## src/rtl/multicycle_control.sv

```systemverilog
// -----------------------------------------------------------------------------
// multicycle_control
//
// Moore control FSM for the multicycle core. It sequences the single-ported
// memory, the register file and the ALU for four instruction classes:
// R-format, ld, sd and beq. One memory request is outstanding at a time and
// each request waits on mem_ready. A one-cycle retire strobe marks the end
// of every completed instruction.
//
// Handshake: mem_req (with exactly one of MemRead/MemWrite) is valid and held
// stable until the cycle in which mem_ready is high. That cycle completes the
// request. mem_ready in any cycle without mem_req is ignored. The FSM always
// leaves the memory state on completion, so a new request can never start in
// the same cycle as the previous mem_ready.
//
// Optional build macro: ILLEGAL_TRAP_EN
//   defined   - an unknown opcode in DECODE sets the sticky error flag and
//               parks the FSM in IDLE.
//   undefined - an unknown opcode is a NOP (back to FETCH, no retire), and
//               only a memory timeout sets error.
//
// Parameters
//   ALUOP_WIDTH   width of ALUOp (00 add, 01 sub/compare, 10 funct-decoded)
//   OPCODE_WIDTH  width of the opcode field
//   MAX_WAIT      wait cycles tolerated before a memory timeout
//
// Ports
//   clk, reset    rising-edge clock, synchronous active-high reset
//   run           level; the FSM leaves IDLE only while high
//   opcode        IR[6:0], decoded in DECODE, held stable through the instr
//   zero          ALU zero flag (qualifies PCWriteCond in the datapath)
//   mem_ready     memory completes the current request this cycle
//   mem_req       memory request valid
//   MemRead       read strobe (with mem_req)
//   MemWrite      write strobe (with mem_req)
//   IRWrite       load IR from memory data
//   PCWrite       unconditional PC update (PC+4)
//   PCWriteCond   PC <- branch target when zero=1
//   ALUSrcA       0=PC, 1=rs1
//   ALUSrcB       00=rs2, 01=const 4, 10=imm
//   ALUOp         ALU operation class
//   MemtoReg      write-back selects memory data
//   RegWrite      register file write enable
//   retire        one-cycle pulse at instruction completion
//   error         sticky; cleared only by reset
//   state_dbg     current FSM state encoding, for observation only
// -----------------------------------------------------------------------------
module multicycle_control #(
    parameter int ALUOP_WIDTH  = 2,
    parameter int OPCODE_WIDTH = 7,
    parameter int MAX_WAIT     = 15
) (
    input  logic                    clk,
    input  logic                    reset,
    input  logic                    run,
    input  logic [OPCODE_WIDTH-1:0] opcode,
    input  logic                    zero,
    input  logic                    mem_ready,
    output logic                    mem_req,
    output logic                    MemRead,
    output logic                    MemWrite,
    output logic                    IRWrite,
    output logic                    PCWrite,
    output logic                    PCWriteCond,
    output logic                    ALUSrcA,
    output logic [1:0]              ALUSrcB,
    output logic [ALUOP_WIDTH-1:0]  ALUOp,
    output logic                    MemtoReg,
    output logic                    RegWrite,
    output logic                    retire,
    output logic                    error,
    output logic [3:0]              state_dbg
);

    localparam int WAIT_W = $clog2(MAX_WAIT + 1);

    // State encoding
    localparam logic [3:0] S_IDLE   = 4'd0;
    localparam logic [3:0] S_FETCH  = 4'd1;
    localparam logic [3:0] S_DECODE = 4'd2;
    localparam logic [3:0] S_EXEC_R = 4'd3;
    localparam logic [3:0] S_WB_R   = 4'd4;
    localparam logic [3:0] S_ADDR   = 4'd5;
    localparam logic [3:0] S_MEM_LD = 4'd6;
    localparam logic [3:0] S_WB_LD  = 4'd7;
    localparam logic [3:0] S_MEM_SD = 4'd8;
    localparam logic [3:0] S_BRANCH = 4'd9;

    // Supported opcodes
    localparam logic [OPCODE_WIDTH-1:0] OP_R   = OPCODE_WIDTH'(7'b0110011);
    localparam logic [OPCODE_WIDTH-1:0] OP_LD  = OPCODE_WIDTH'(7'b0000011);
    localparam logic [OPCODE_WIDTH-1:0] OP_SD  = OPCODE_WIDTH'(7'b0100011);
    localparam logic [OPCODE_WIDTH-1:0] OP_BEQ = OPCODE_WIDTH'(7'b1100011);

    // ALU operation classes
    localparam logic [ALUOP_WIDTH-1:0] ALU_ADD   = ALUOP_WIDTH'(2'b00);
    localparam logic [ALUOP_WIDTH-1:0] ALU_SUB   = ALUOP_WIDTH'(2'b01);
    localparam logic [ALUOP_WIDTH-1:0] ALU_FUNCT = ALUOP_WIDTH'(2'b10);

    // ALU operand B selects
    localparam logic [1:0] SRCB_RS2   = 2'b00;
    localparam logic [1:0] SRCB_FOUR  = 2'b01;
    localparam logic [1:0] SRCB_IMM   = 2'b10;

    localparam logic [WAIT_W-1:0] WAIT_LAST = WAIT_W'(MAX_WAIT - 1);

    logic [3:0]        state;
    logic [3:0]        state_nx;
    logic [WAIT_W-1:0] wait_cnt;
    logic              error_q;
    logic              mem_wait;
    logic              timeout;
    logic              illegal_op;
    logic              set_error;

    // -------------------------------------------------------------------------
    // Output decode: a function of state only, except the completion-cycle
    // strobes (IRWrite/PCWrite in FETCH, retire in MEM_SD) that qualify on
    // mem_ready.
    // -------------------------------------------------------------------------
    always_comb begin
        mem_req     = 1'b0;
        MemRead     = 1'b0;
        MemWrite    = 1'b0;
        IRWrite     = 1'b0;
        PCWrite     = 1'b0;
        PCWriteCond = 1'b0;
        ALUSrcA     = 1'b0;
        ALUSrcB     = SRCB_RS2;
        ALUOp       = ALU_ADD;
        MemtoReg    = 1'b0;
        RegWrite    = 1'b0;
        retire      = 1'b0;
        case (state)
            S_FETCH: begin
                // ALU computes PC+4 while the instruction is read.
                mem_req = 1'b1;
                MemRead = 1'b1;
                ALUSrcB = SRCB_FOUR;
                IRWrite = mem_ready;
                PCWrite = mem_ready;
            end
            S_DECODE: begin
                // Branch target precomputed as PC + imm.
                ALUSrcB = SRCB_IMM;
            end
            S_EXEC_R: begin
                ALUSrcA = 1'b1;
                ALUOp   = ALU_FUNCT;
            end
            S_WB_R: begin
                RegWrite = 1'b1;
                retire   = 1'b1;
            end
            S_ADDR: begin
                ALUSrcA = 1'b1;
                ALUSrcB = SRCB_IMM;
            end
            S_MEM_LD: begin
                mem_req = 1'b1;
                MemRead = 1'b1;
            end
            S_WB_LD: begin
                RegWrite = 1'b1;
                MemtoReg = 1'b1;
                retire   = 1'b1;
            end
            S_MEM_SD: begin
                mem_req  = 1'b1;
                MemWrite = 1'b1;
                retire   = mem_ready;
            end
            S_BRANCH: begin
                // Compare rs1 - rs2; the datapath gates PCWriteCond with zero.
                ALUSrcA     = 1'b1;
                ALUOp       = ALU_SUB;
                PCWriteCond = 1'b1;
                retire      = 1'b1;
            end
            default: begin
            end
        endcase
    end

    // A request cycle without completion; the last permitted one times out.
    assign mem_wait = mem_req & ~mem_ready;
    assign timeout  = mem_wait & (wait_cnt == WAIT_LAST);

    always_comb begin
        illegal_op = 1'b1;
        case (opcode)
            OP_R, OP_LD, OP_SD, OP_BEQ: illegal_op = 1'b0;
            default:                    illegal_op = 1'b1;
        endcase
    end

`ifdef ILLEGAL_TRAP_EN
    assign set_error = timeout | ((state == S_DECODE) & illegal_op);
`else
    assign set_error = timeout;
`endif

    // -------------------------------------------------------------------------
    // Next-state logic
    // -------------------------------------------------------------------------
    always_comb begin
        state_nx = state;
        case (state)
            S_IDLE: begin
                // A sticky error parks the FSM here until reset.
                if (run && !error_q) state_nx = S_FETCH;
            end
            S_FETCH: begin
                if (mem_ready)    state_nx = S_DECODE;
                else if (timeout) state_nx = S_IDLE;
            end
            S_DECODE: begin
                case (opcode)
                    OP_R:         state_nx = S_EXEC_R;
                    OP_LD, OP_SD: state_nx = S_ADDR;
                    OP_BEQ:       state_nx = S_BRANCH;
`ifdef ILLEGAL_TRAP_EN
                    default:      state_nx = S_IDLE;
`else
                    default:      state_nx = S_FETCH;
`endif
                endcase
            end
            S_EXEC_R: state_nx = S_WB_R;
            S_ADDR: begin
                // IR still holds the opcode decoded in DECODE.
                state_nx = (opcode == OP_SD) ? S_MEM_SD : S_MEM_LD;
            end
            S_MEM_LD: begin
                if (mem_ready)    state_nx = S_WB_LD;
                else if (timeout) state_nx = S_IDLE;
            end
            S_MEM_SD: begin
                if (mem_ready)    state_nx = run ? S_FETCH : S_IDLE;
                else if (timeout) state_nx = S_IDLE;
            end
            S_WB_R, S_WB_LD, S_BRANCH: begin
                // Instruction boundary: continue only while run is high.
                state_nx = run ? S_FETCH : S_IDLE;
            end
            default: state_nx = S_IDLE;
        endcase
    end

    // -------------------------------------------------------------------------
    // State, wait counter and sticky error
    // -------------------------------------------------------------------------
    always_ff @(posedge clk) begin
        if (reset) begin
            state    <= S_IDLE;
            wait_cnt <= '0;
            error_q  <= 1'b0;
        end else begin
            state <= state_nx;
            if (set_error) error_q <= 1'b1;
            // Any cycle that is not a pending wait leaves the counter at zero,
            // so every memory state is entered with a cleared count.
            if (mem_wait && !timeout) wait_cnt <= wait_cnt + 1'b1;
            else                      wait_cnt <= '0;
        end
    end

    assign error     = error_q;
    assign state_dbg = state;

endmodule
```

## config.mk

```make
export PLATFORM = sky130hd
export DESIGN_NAME = multicycle_control
export DESIGN_NICKNAME = d
export VERILOG_FILES = /design/src/rtl/multicycle_control.sv
export SDC_FILE = /design/constraint.sdc
export NUM_CORES = 1
export LEC_CHECK = 0
export BUFFER_PORTS_ARGS = -buffer_cell sky130_fd_sc_hd__clkbuf_2
export CAP_MARGIN = 20
export CORE_MARGIN = 10
export CORE_UTILIZATION = 25
export CTS_CLUSTER_SIZE = 30
export DETAILED_ROUTE_END_ITERATION = 10
export PLACE_DENSITY_LB_ADDON = 0.1
export RECOVER_POWER = 25
export SLEW_MARGIN = 20
export SYNTH_ARGS = -nofsm -noshare
export SYNTH_HDL_FRONTEND = slang
export SYNTH_SLANG_ARGS = --single-unit
```

## constraint.sdc

```tcl
create_clock -name clk -period 2.6 [get_ports clk]
set_clock_uncertainty 0.15 [all_clocks]
set_input_delay 0.65 -clock clk [delete_from_list [all_inputs] [get_ports clk]]
set_output_delay 0.65 -clock clk [all_outputs]
set_load 0.005 [all_outputs]
```

# --- Word level (Yosys, flattened, before mapping) ---
# Index checks and enable logic that the tools add are counted.
totals:
  out_inout_bits: 19
  wordCells: 56
  inputBits: 12
  regBits: 9
op_classes:
  n_reduce_logical: 13
  bitwise: 4
  n_addsub: 1
  n_mux: 20
  eq_ne: 15
op_table:
  columns: ["cell", "count"]
  rows:
  - ["case mux 4 bit (8 select lines)", 1]
  - ["two-way mux 4 bit", 6]
  - ["equality test 4 x 3 -> 1 bit, second input constant", 4]
  - ["equality test 7 x 6 -> 1 bit, second input constant", 2]
  - ["equality test 4 bit, second input constant", 3]
  - ["case mux 4 bit (3 select lines)", 1]
  - ["OR reduction 2 bit", 5]
  - ["two-way mux 1 bit", 9]
  - ["OR reduction 3 bit", 3]
  - ["equality test 4 x 2 -> 1 bit, second input constant", 2]
  - ["case mux 2 bit (2 select lines)", 2]
  - ["equality test 7 x 2 -> 1 bit, second input constant", 1]
  - ["equality test 7 bit, second input constant", 1]
  - ["adder 4 x 1 -> 4 bit, second input constant", 1]
  - ["equality test 4 x 1 -> 1 bit, second input constant", 1]
  - ["logical NOT 4 bit", 1]
  - ["bitwise AND 1 bit", 2]
  - ["logical AND 1 bit", 2]
  - ["logical NOT 1 bit", 2]
  - ["inequality test 2 bit, second input constant", 1]
  - ["inverter 1 bit", 2]
  - ["case mux 1 bit (2 select lines)", 1]

# --- Depth between registers and ports, before layout ---
# Gate-level depths: netlist of the first run.
depth:
  ltp_word: 9
  ltp_mapped: 6
  mapped_depth_nobuf: 6

# --- Least setup slack after synthesis of the first run ---
# OpenSTA, ideal clock, no wires.
synth_path:
  path_type: "reg2out"
  from: "register state[1], in the netlist state_dbg[1]"
  to: "output port retire"
  arrival_time_ps: 1263
  path_slack_ps: 537
  path_stages_with_launch: 5
  required_time_ps: 1800
  path_buffers: 1
  path_cell_list: "dfxtp_1 buf_4 and2b_2 nor4b_1 o21bai_1"
synth_between:
  elab_chain_cells: 3
  word_cells_on_any_way: 6
  classes_between: "eq/ne: 4; mux: 1; reduce/logical: 1"
synth_rtl:
  columns: ["item", "line_no", "text"]
  rows:
  - ["from (decl)", "107", "logic [3:0] state;"]
  - ["from (signal assigned)", "259", "state <= state_nx;"]
  - ["equality test 4 x 3 -> 1 bit / equality test 4 bit (equally long branches)", "134", "case (state)"]
  - ["OR reduction 3 bit (no line)", null, null]
  - ["case mux 1 bit (2 select lines) (*)", "134", null]
  - ["to (decl)", "70", "output logic retire,"]
# Every way passes the cells marked *; elsewhere a longest branch is shown, timed or not.

# --- Final worst setup path of the first run ---
layout_path:
  from: "register state[2], in the netlist state_dbg[2]"
  to: "output port IRWrite"
layout_between:
  elab_chain_cells: 2
layout_rtl:
  columns: ["item", "line_no", "text"]
  rows:
  - ["equality test 4 x 1 -> 1 bit", "134", null]
  - ["two-way mux 1 bit", "134", null]
  - ["to (decl)", "62", "output logic IRWrite,"]
# No other way between the ends.

==> summary by stage, run 1 <==
Status
The flow ran to the end, and the final reports show no timing, DRC or antenna violations.

Timing
The final critical-path required period is 2.35 ns. In this run the tightest slew margin relative to its limit is 62.3%. The achievable clock frequency is 425 MHz. The count of final hold-check violations came to 0. In the finished design, the share of the clock period the worst path needs comes to between 90% and 100%. The number of slew-limit violations in the final report was 0. Setup violations remaining at the end of the flow were counted as 0.

In the final timing run, aggregate negative setup slack is 0 ns. The worst hold slack is between 0.3 and 0.4 ns. The measured slew at the worst slew-check pin is 0.558 ns.

Setup repair after global routing left no endpoint under its margin.

Critical path
The capturing element type of the critical path is an output pin. In this run the worst setup path begins at state_dbg[2]. The worst register-to-register path begins at state_dbg[1]. The classification of the worst setup path is flop to output pin.

The worst setup path is launched from a flop. STA puts the critical path data required time at 1.80 ns. STA puts the critical path data arrival time at 1.55 ns. Along the worst path, the maximum fanout reaches 16.

Pwr
After layout, the design draws a total of between 0.3 and 0.4 mW. The static leakage is 0.418 nW. The ratio of total power to cell area is 339 mW/mm². The peak supply drop is 143 µV.

Yosys
The cell count after synthesis came out at 97. The fraction of the yosys area taken by sequential cells is 22.3%. Yosys mapped a number of flops with a built-in enable equal to 0. In this run, distinct cell masters in the synthesized netlist total 44. By area the synthesized netlist is led by sky130_fd_sc_hd__dfxtp_1 22%, sky130_fd_sc_hd__clkbuf_8 5.1%, sky130_fd_sc_hd__nor2_1 5.1%.

The most used flip-flop cell after synthesis is sky130_fd_sc_hd__dfxtp_1. In this run the cell area of the synthesized design comes to approximately 810 µm². The register bit total from synthesis is 9. The share of flip-flops with an asynchronous set or reset after synthesis is 0%. The net count after synthesis is 111. sky130_fd_sc_hd__dfxtp_1 takes more of the synthesized area than any other cell. The share of the synthesized area in the top cell type is 22.3%. A synthesized cell averages 8.33 µm². For this run, the number of Yosys warnings is 0.

Global route
Entering global routing, the biggest net connects 20 pins. The number of antenna violations at the first check in global routing was 0. The global routing met1 resource utilization is 10.3%.

The global-route track usage on met3 is 2.56%. The number of global-route vias before repair is 755. For this run the aggregate overflow at the end of global routing stands at 0.

The global-route wire length before repair is 3760 µm. The met2 track utilization from global routing is a little over a tenth. The most congested layer reported by global routing is met2. For this run, the total global-route usage over all layers was measured as between 7 and 8%.

Drt
The detailed router finished its first iteration with 35 violations. The residual DRC count is 0. After detailed routing, the total wire length is about 2200 µm. After detailed routing, the number of vias per cell comes to 4.60. The number of detailed-route iterations in the first pass is 4.

Dividing the detail-routed wire length by the instance count gives 13.0 µm. The remaining antenna violation count after routing is 0. For this block, the via count after detailed routing is 768.

Placed design
The number of input and output port buffers inserted is 29. The HPWL after detailed placement is 1750 µm. The congestion estimate from routability-driven global placement came to 0.750.

Clocking
The number of H-tree branching levels is 1. Clock latency on the worst-skew pair, taken at its later pin, is 0.26 ns. The clock drives 9 sinks. The buffer cell driving the clock tree root is sky130_fd_sc_hd__clkbuf_4. The number of buffers added to fix hold violations after cts is 0. The worst-case clock buffer depth is 2.

The clock tree from TritonCTS is built. After clock tree synthesis, the clock-pin slew on the worst setup and hold paths is approximately 0.06 ns. The number of buffers inserted during clock tree synthesis is 3.

Cells and area
Relative to the synthesized area, the layout overhead comes to 19.0%. In the final design database the tool counted 138 nets. In the final layout, the share of cells above drive strength 1 is 34.1%. 0 antenna diodes ended up in the layout.

Floorplan
The total area inside the core boundary comes to 0.00308 mm². The floorplan has 20 rows. Once the floorplan was initialized, standard cells occupied 26.3% of the core. The floorplan step set the die height to around 77 µm. The die covers between 0.005 and 0.006 mm². The number of ports placed on the die boundary is 31. In this run the horizontal extent of the chip is just under 80 µm.

Min path
The worst hold path begins at wait_cnt[0]. The class of the tightest hold or removal check is flop to flop.

Run
Across the run, the number of max-cap violations was 0.
[state kept, by name (all words and copies together), names as in the netlist]
signal / cells
error: 1
wait_cnt: 4
state_dbg: 4
[final cells by class]
| class | instances | area [µm²] |
|---|---|---|
| Fill cell | 344 | 2120 |
| Multi-Input combinational cell | 76 | 529 |
| Sequential cell | 9 | 181 |
| Timing Repair Buffer | 31 | 159 |
| Tap cell | 44 | 55.1 |
| Clock buffer | 4 | 26.3 |
| Inverter | 3 | 11.3 |
[Yosys cell counts (2+ instances only)]
cell type and count:
sky130_fd_sc_hd__nor2_1 11, sky130_fd_sc_hd__dfxtp_1 9, sky130_fd_sc_hd__a21oi_1 6, sky130_fd_sc_hd__buf_4 4
sky130_fd_sc_hd__o21ai_0 4, sky130_fd_sc_hd__a31oi_1 3, sky130_fd_sc_hd__clkbuf_8 3, sky130_fd_sc_hd__inv_1 3
sky130_fd_sc_hd__nand2_1 3, sky130_fd_sc_hd__nand2b_1 3, sky130_fd_sc_hd__nand3_1 3, sky130_fd_sc_hd__nor2b_1 3
sky130_fd_sc_hd__nor3_1 3, sky130_fd_sc_hd__and2b_2 2, sky130_fd_sc_hd__ha_1 2, sky130_fd_sc_hd__nand3b_1 2
sky130_fd_sc_hd__nand4b_1 2, sky130_fd_sc_hd__nor3b_1 2, sky130_fd_sc_hd__or2_2 2, sky130_fd_sc_hd__or4b_1 2
sky130_fd_sc_hd__xnor2_1 2
[metal layers]
metal	share of wire, %	up-vias
li1	-	402
met1	52	342
met2	41	22
met3	6.9	2
met4	0.46	0
met5	0	-
[layout by cell type (no fill, tap or decap), types with 4 or more instances in the layout]
master	count
sky130_fd_sc_hd__a21oi_1	6
sky130_fd_sc_hd__clkbuf_2	28
sky130_fd_sc_hd__dfxtp_1	8
sky130_fd_sc_hd__nor2_1	11
sky130_fd_sc_hd__o21ai_0	4
[kinds of logic (layout without fill, tap and decap cells)]
group | Yosys count | count (layout) | share of synthesized area, %
AOI/OAI and AO/OA | 22 | 22 | 18.1
muxes | 1 | 1 | 1.24
adders and majority gates | 2 | 2 | 3.10
DFF | 9 | 9 | 22.3
and+or+nand+nor | 48 | 48 | 39.8
buffers and inverters | 12 | 38 | 12.2
xor gates and xnor gates | 3 | 3 | 3.25
[stage by stage]
stage	std cells	util [%]	instance area [µm²]	worst slack (ns)
after floorplan	97	-	808	0.537
after global placement	163	30.4	936	0.419
after detailed placement	163	30.4	936	0.409
after CTS	167	31.3	962	0.119
after global routing	167	31.3	962	0.0825
final	167	31.3	962	0.248
[critical path: stages, from the launching register on]
cell and delay (ns):
sky130_fd_sc_hd__dfxtp_1 0.46, sky130_fd_sc_hd__nand2b_1 0.26, sky130_fd_sc_hd__nor3_1 0.27, sky130_fd_sc_hd__and2_1 0.19
sky130_fd_sc_hd__clkbuf_2 0.12
[worst paths after layout]
check,to,slack [ns],cells past startpoint
min reg2reg,wait_cnt[0],0.33,1
max,IRWrite,0.25,4
min,wait_cnt[0],0.33,1
max reg2reg,state_dbg[1],0.72,4
[where the power goes]
| group | internal (mW) | switching (mW) |
|---|---|---|
| logic | 0.0340 | 0.0385 |
| registers | 0.141 | 0.00400 |
| clock network | 0.0592 | 0.0499 |
[repair_timing]
| item | in CTS | in global routing |
|---|---|---|
| setup endpoints to repair | 0 | 1 |
| gates resized for setup | 0 | 1 |
| buffers inserted | 0 | 0 |
Note: power is estimated with default switching activity, not from simulation.
==> inputs of run 2 (changes only) <==
--- a/config.mk
+++ b/config.mk
@@ -5,6 +5,7 @@
 export SDC_FILE = /design/constraint.sdc
 export NUM_CORES = 1
 export LEC_CHECK = 0
+export ABC_AREA = 1
 export BUFFER_PORTS_ARGS = -buffer_cell sky130_fd_sc_hd__clkbuf_2
 export CAP_MARGIN = 20
 export CORE_MARGIN = 10
==> run 2 against run 1 <==
Net effect:
- sequential power about the same
- worst setup slack better by 0.13 ns
- largest cell class unchanged
- utilization grew 2.5 points
==> summary by stage, run 2 <==
Yosys
The synthesized instance count was 113 (+16%). By count the netlist is led by 22 x sky130_fd_sc_hd__inv_1, 18 x sky130_fd_sc_hd__nand2_1, 18 x sky130_fd_sc_hd__nor2_1. The XOR/XNOR share of the synthesized area is 2.57% (-0.68 points). The number of synthesized flops with an enable pin was 0 (unchanged). The net count after synthesis is 127 (+14%).

The share of the synthesized area in the top cell type was 26.5% (+4.2 points). By area the synthesized netlist is led by sky130_fd_sc_hd__dfxtp_1 26%, sky130_fd_sc_hd__inv_1 12%, sky130_fd_sc_hd__nand2_1 9.9%. The register bit total from synthesis is 9 (unchanged). The share of synthesized area spent on multiplexers is 0% (-1.2 points). The count of synthesis-stage warnings from yosys is 0 (unchanged). The simple-gate area share of the yosys netlist is 40.3% (+0.47 points). The mean post-synth cell area is 6.02 µm² (-28%). The fraction of the yosys area taken by sequential cells came to 26.5% (+4.2 points). The fraction of the mapped netlist area in compound gates is 10.3% (-7.8 points). The count of cell types in the netlist is 21 (-52%). Among all flip-flop cells after synthesis, the most frequent one is sky130_fd_sc_hd__dfxtp_1. The share of flip-flops with an asynchronous set or reset after synthesis is 0% (unchanged).

The adder-cell area share of the yosys netlist was 3.68% (+0.58 points). The most common cell in the synthesized netlist is sky130_fd_sc_hd__inv_1. The biggest area contributor in the post-synthesis netlist is sky130_fd_sc_hd__dfxtp_1.

The main combinational cell family by area after synthesis is simple AND/OR/NAND/NOR gates. The post-synthesis instance area is 681 µm² (-16%).

Critical path
The slack of the worst reg-to-reg path is 0.91 ns (+0.19 ns). The largest fanout on the critical path is 5 (-11). The worst setup path is launched from a flop.

The biggest cell delay along the critical path is 0.45 ns (about the same). The classification of the worst setup path is flop to output pin. In this run the critical register-to-register path is launched from state_dbg[2]. STA classifies the critical path endpoint as an output pin. The slowest stage of the critical path is the sky130_fd_sc_hd__dfxtp_1 cell.

The data arrival at the endpoint of the critical path is 1.42 ns (-0.13 ns). The capturing point of the worst reg2reg path is state_dbg[1]. Walking the worst path, the cells encountered are inv_1, nor2_1, nand2_1, nand3_1, clkbuf_2. The data required time of the worst path is 1.80 ns (about the same). The depth of the most critical reg-to-reg path is 7 (+3).

Placed design
The number of input and output port buffers inserted was 29 (unchanged). The detailed placer's ending HPWL is 1660 µm (-5.3%). The last weighted congestion value of the routability-driven placer is 0.743 (-0.97%). The post-placement worst setup slack is 0.563 ns (+0.154 ns). The cell area after placement is 843 µm² (-9.9%).

Floorplan
The initial core utilization is 26.7% (+0.49 points). The area of the die is 0.00521 mm² (-12%). The number of ports placed on the die boundary is 31 (unchanged). The core footprint is 0.00254 mm² (-17%). The count of standard-cell rows is 18 (-10%). The x dimension of the die is 72.2 µm (-6.1%).

The overall die height is 72.2 µm (-6.1%).

Timing
The final number of setup-violating endpoints came to 0 (unchanged). The final critical-path required period is 2.22 ns (-0.132 ns). The setup TNS is 0 ns (unchanged). The portion of the clock cycle consumed by the worst path in the final layout came to 85.4% (-5.1 points). The remaining max-slew budget at the tightest pin is 73.1% (+11 points). Setup repair after global routing left no endpoint under its margin. The achievable clock frequency was 450 MHz (+5.9%). The worst hold slack came to 0.323 ns (-0.00344 ns). The number of slew-limit violations in the final report is 0 (unchanged). The measured slew at the worst slew-check pin was 0.404 ns (-0.155 ns).

The count of final hold-check violations came to 0 (unchanged). The final worst-path setup slack is 0.380 ns (+0.132 ns).

Global route
The number of global-route vias before repair was 751 (-0.53%). The pin count of the biggest net entering global routing is 10 (-50%). The overall global routing resource usage is 7.32% (-0.24 points).

The global-route wire length before repair is 3200 µm (-15%). The global route total overflow is 0 (unchanged). The number of antenna violations at the first check in global routing came to 0 (unchanged).

Clocking
The number of buffers added to fix hold violations after cts came to 0 (unchanged). The clock network latency to the later pin of the worst-skew pair came to 0.26 ns (about the same). The number of resized instances in the post-cts repair step is 0 (unchanged). The register clock-pin slew on the reported worst setup and hold paths is 0.06 ns (about the same). The number of buffers inserted to repair setup after CTS is 0 (unchanged).

The root buffer cell chosen for the clock tree is sky130_fd_sc_hd__clkbuf_4. The number of H-tree branching levels came to 1 (unchanged). The count of clock tree sinks was 9 (unchanged). The clock tree from TritonCTS is built. The worst-case clock buffer depth was 2 (unchanged). The number of buffers inserted during clock tree synthesis is 3 (unchanged).

Drt
The number of detailed-route iterations in the first pass is 4 (unchanged). The remaining antenna violation count after routing is 0 (unchanged). The via count of the routed design was 748 (-2.6%). The wire length reported by the detailed router is 1870 µm (-14%). The initial DRC count is 33 (-5.7%). The per-cell via count in the routed design came to 4.32 (-6.0%). The per-cell routed wire length is 10.8 µm (-17%). The residual DRC count is 0 (unchanged).

Min path
The hold-critical path depth was 1 (unchanged). The worst hold path startpoint is wait_cnt[0]. The endpoint with the worst hold slack is wait_cnt[0].

The min-delay analysis places its worst path in the category flop to flop.

Cells and area
The library cells used most frequently in the layout, excluding fill and tap cells, are 28 x sky130_fd_sc_hd__clkbuf_2, 22 x sky130_fd_sc_hd__inv_1, 18 x sky130_fd_sc_hd__nand2_1, 18 x sky130_fd_sc_hd__nor2_1, 15 x sky130_fd_sc_hd__nand3_1. The antenna diode count is 0 (unchanged). The layout overhead on the synthesized area is 26.1%.

The final standard cell utilization of the core is 33.7% (+2.5 points). The sequential cell area was 180 µm² (-0.69%). The final standard cell area without fillers is 858 µm² (-11%). The most frequent standard cell in the layout excluding fill and tap cells is sky130_fd_sc_hd__clkbuf_2.

The final-stage net count came to 158 (+14%). The share of cells above drive strength 1 is 27.3% (-6.9 points). The count of fill cells added during filler insertion is 301 (-13%). The area used by multi-input combinational logic is 377 µm² (-29%).

Run
The count of max-cap constraint violations is 0 (unchanged).

Pwr
The static leakage was 0.519 nW (+24%). The peak supply drop was 194 µV (+36%). The ratio of total power to cell area is 364 mW/mm² (+7.3%).

Status
The flow ran to the end, and the final reports show no timing, DRC or antenna violations.
-- run 2: cell types whose count changed in the layout (fill, tap and decap cells not counted), sizes merged, moves of 3 or more --
| cell | previous run | this run |
|---|---|---|
| a31oi | 3 | 0 |
| and2b | 3 | 0 |
| nor2 | 11 | 22 |
| nand2 | 3 | 19 |
| nand3 | 3 | 15 |
| nor2b | 3 | 0 |
| inv | 3 | 25 |
| nand2b | 3 | 0 |
-- run 2: cells by family after synthesis --
kind of cell	after synthesis
simple gates	59
buf+inv	28
compound gates	13
flops	9
xor+xnor	2
fa+ha+maj	2
-- run 2: cell type report --
class                   count  share of cell area (%)
clock buffers               4                    3.06
inverters                  25                    10.9
well taps                  30                    4.37
flip-flops and latches      9                    21.0
multi-input cells          76                    43.9
repair buffers             29                    16.8
-- run 2: critical path: cells and delay by family (launching register included) --
kind	cells	cell delay, ns
simple gates	3	0.48
flops	1	0.45
buf+inv	2	0.22
-- run 2: where the power goes --
| part | switching, mW | internal (mW) |
|---|---|---|
| sequential | 0.00556 | 0.141 |
| clock | 0.0499 | 0.0592 |
| combinational | 0.0334 | 0.0238 |
| total | 0.0889 | 0.224 |
-- run 2: how the worst max path moves through the flow --
stage,start,to,slack [ns],cells after the start
2_1_floorplan,mem_ready,PCWrite,0.78,3
5_1_grt,state_dbg[2],mem_req,0.23,5
3_5_place_dp,mem_ready,retire,0.56,4
3_3_place_gp,mem_ready,retire,0.58,4
4_1_cts,state_dbg[2],mem_req,0.39,5
6_report,state_dbg[2],mem_req,0.38,5
-- run 2: layer usage --
layer	track usage, %	vias to the layer above	routed length [µm]	part of all wire [%]
li1	-	412	-	-
met1	7.82	316	813	44
met2	11.9	18	865	46
met3	3.95	2	178	9.5
met4	2.80	0	10	0.54
met5	0	-	0	0
-- run 2: through the flow --
stage	instances	power (mW)
6_report	173	0.313
2_1_floorplan	113	0.184
3_5_place_dp	169	0.209
5_1_grt	173	0.334
3_3_place_gp	169	0.209
4_1_cts	173	0.317
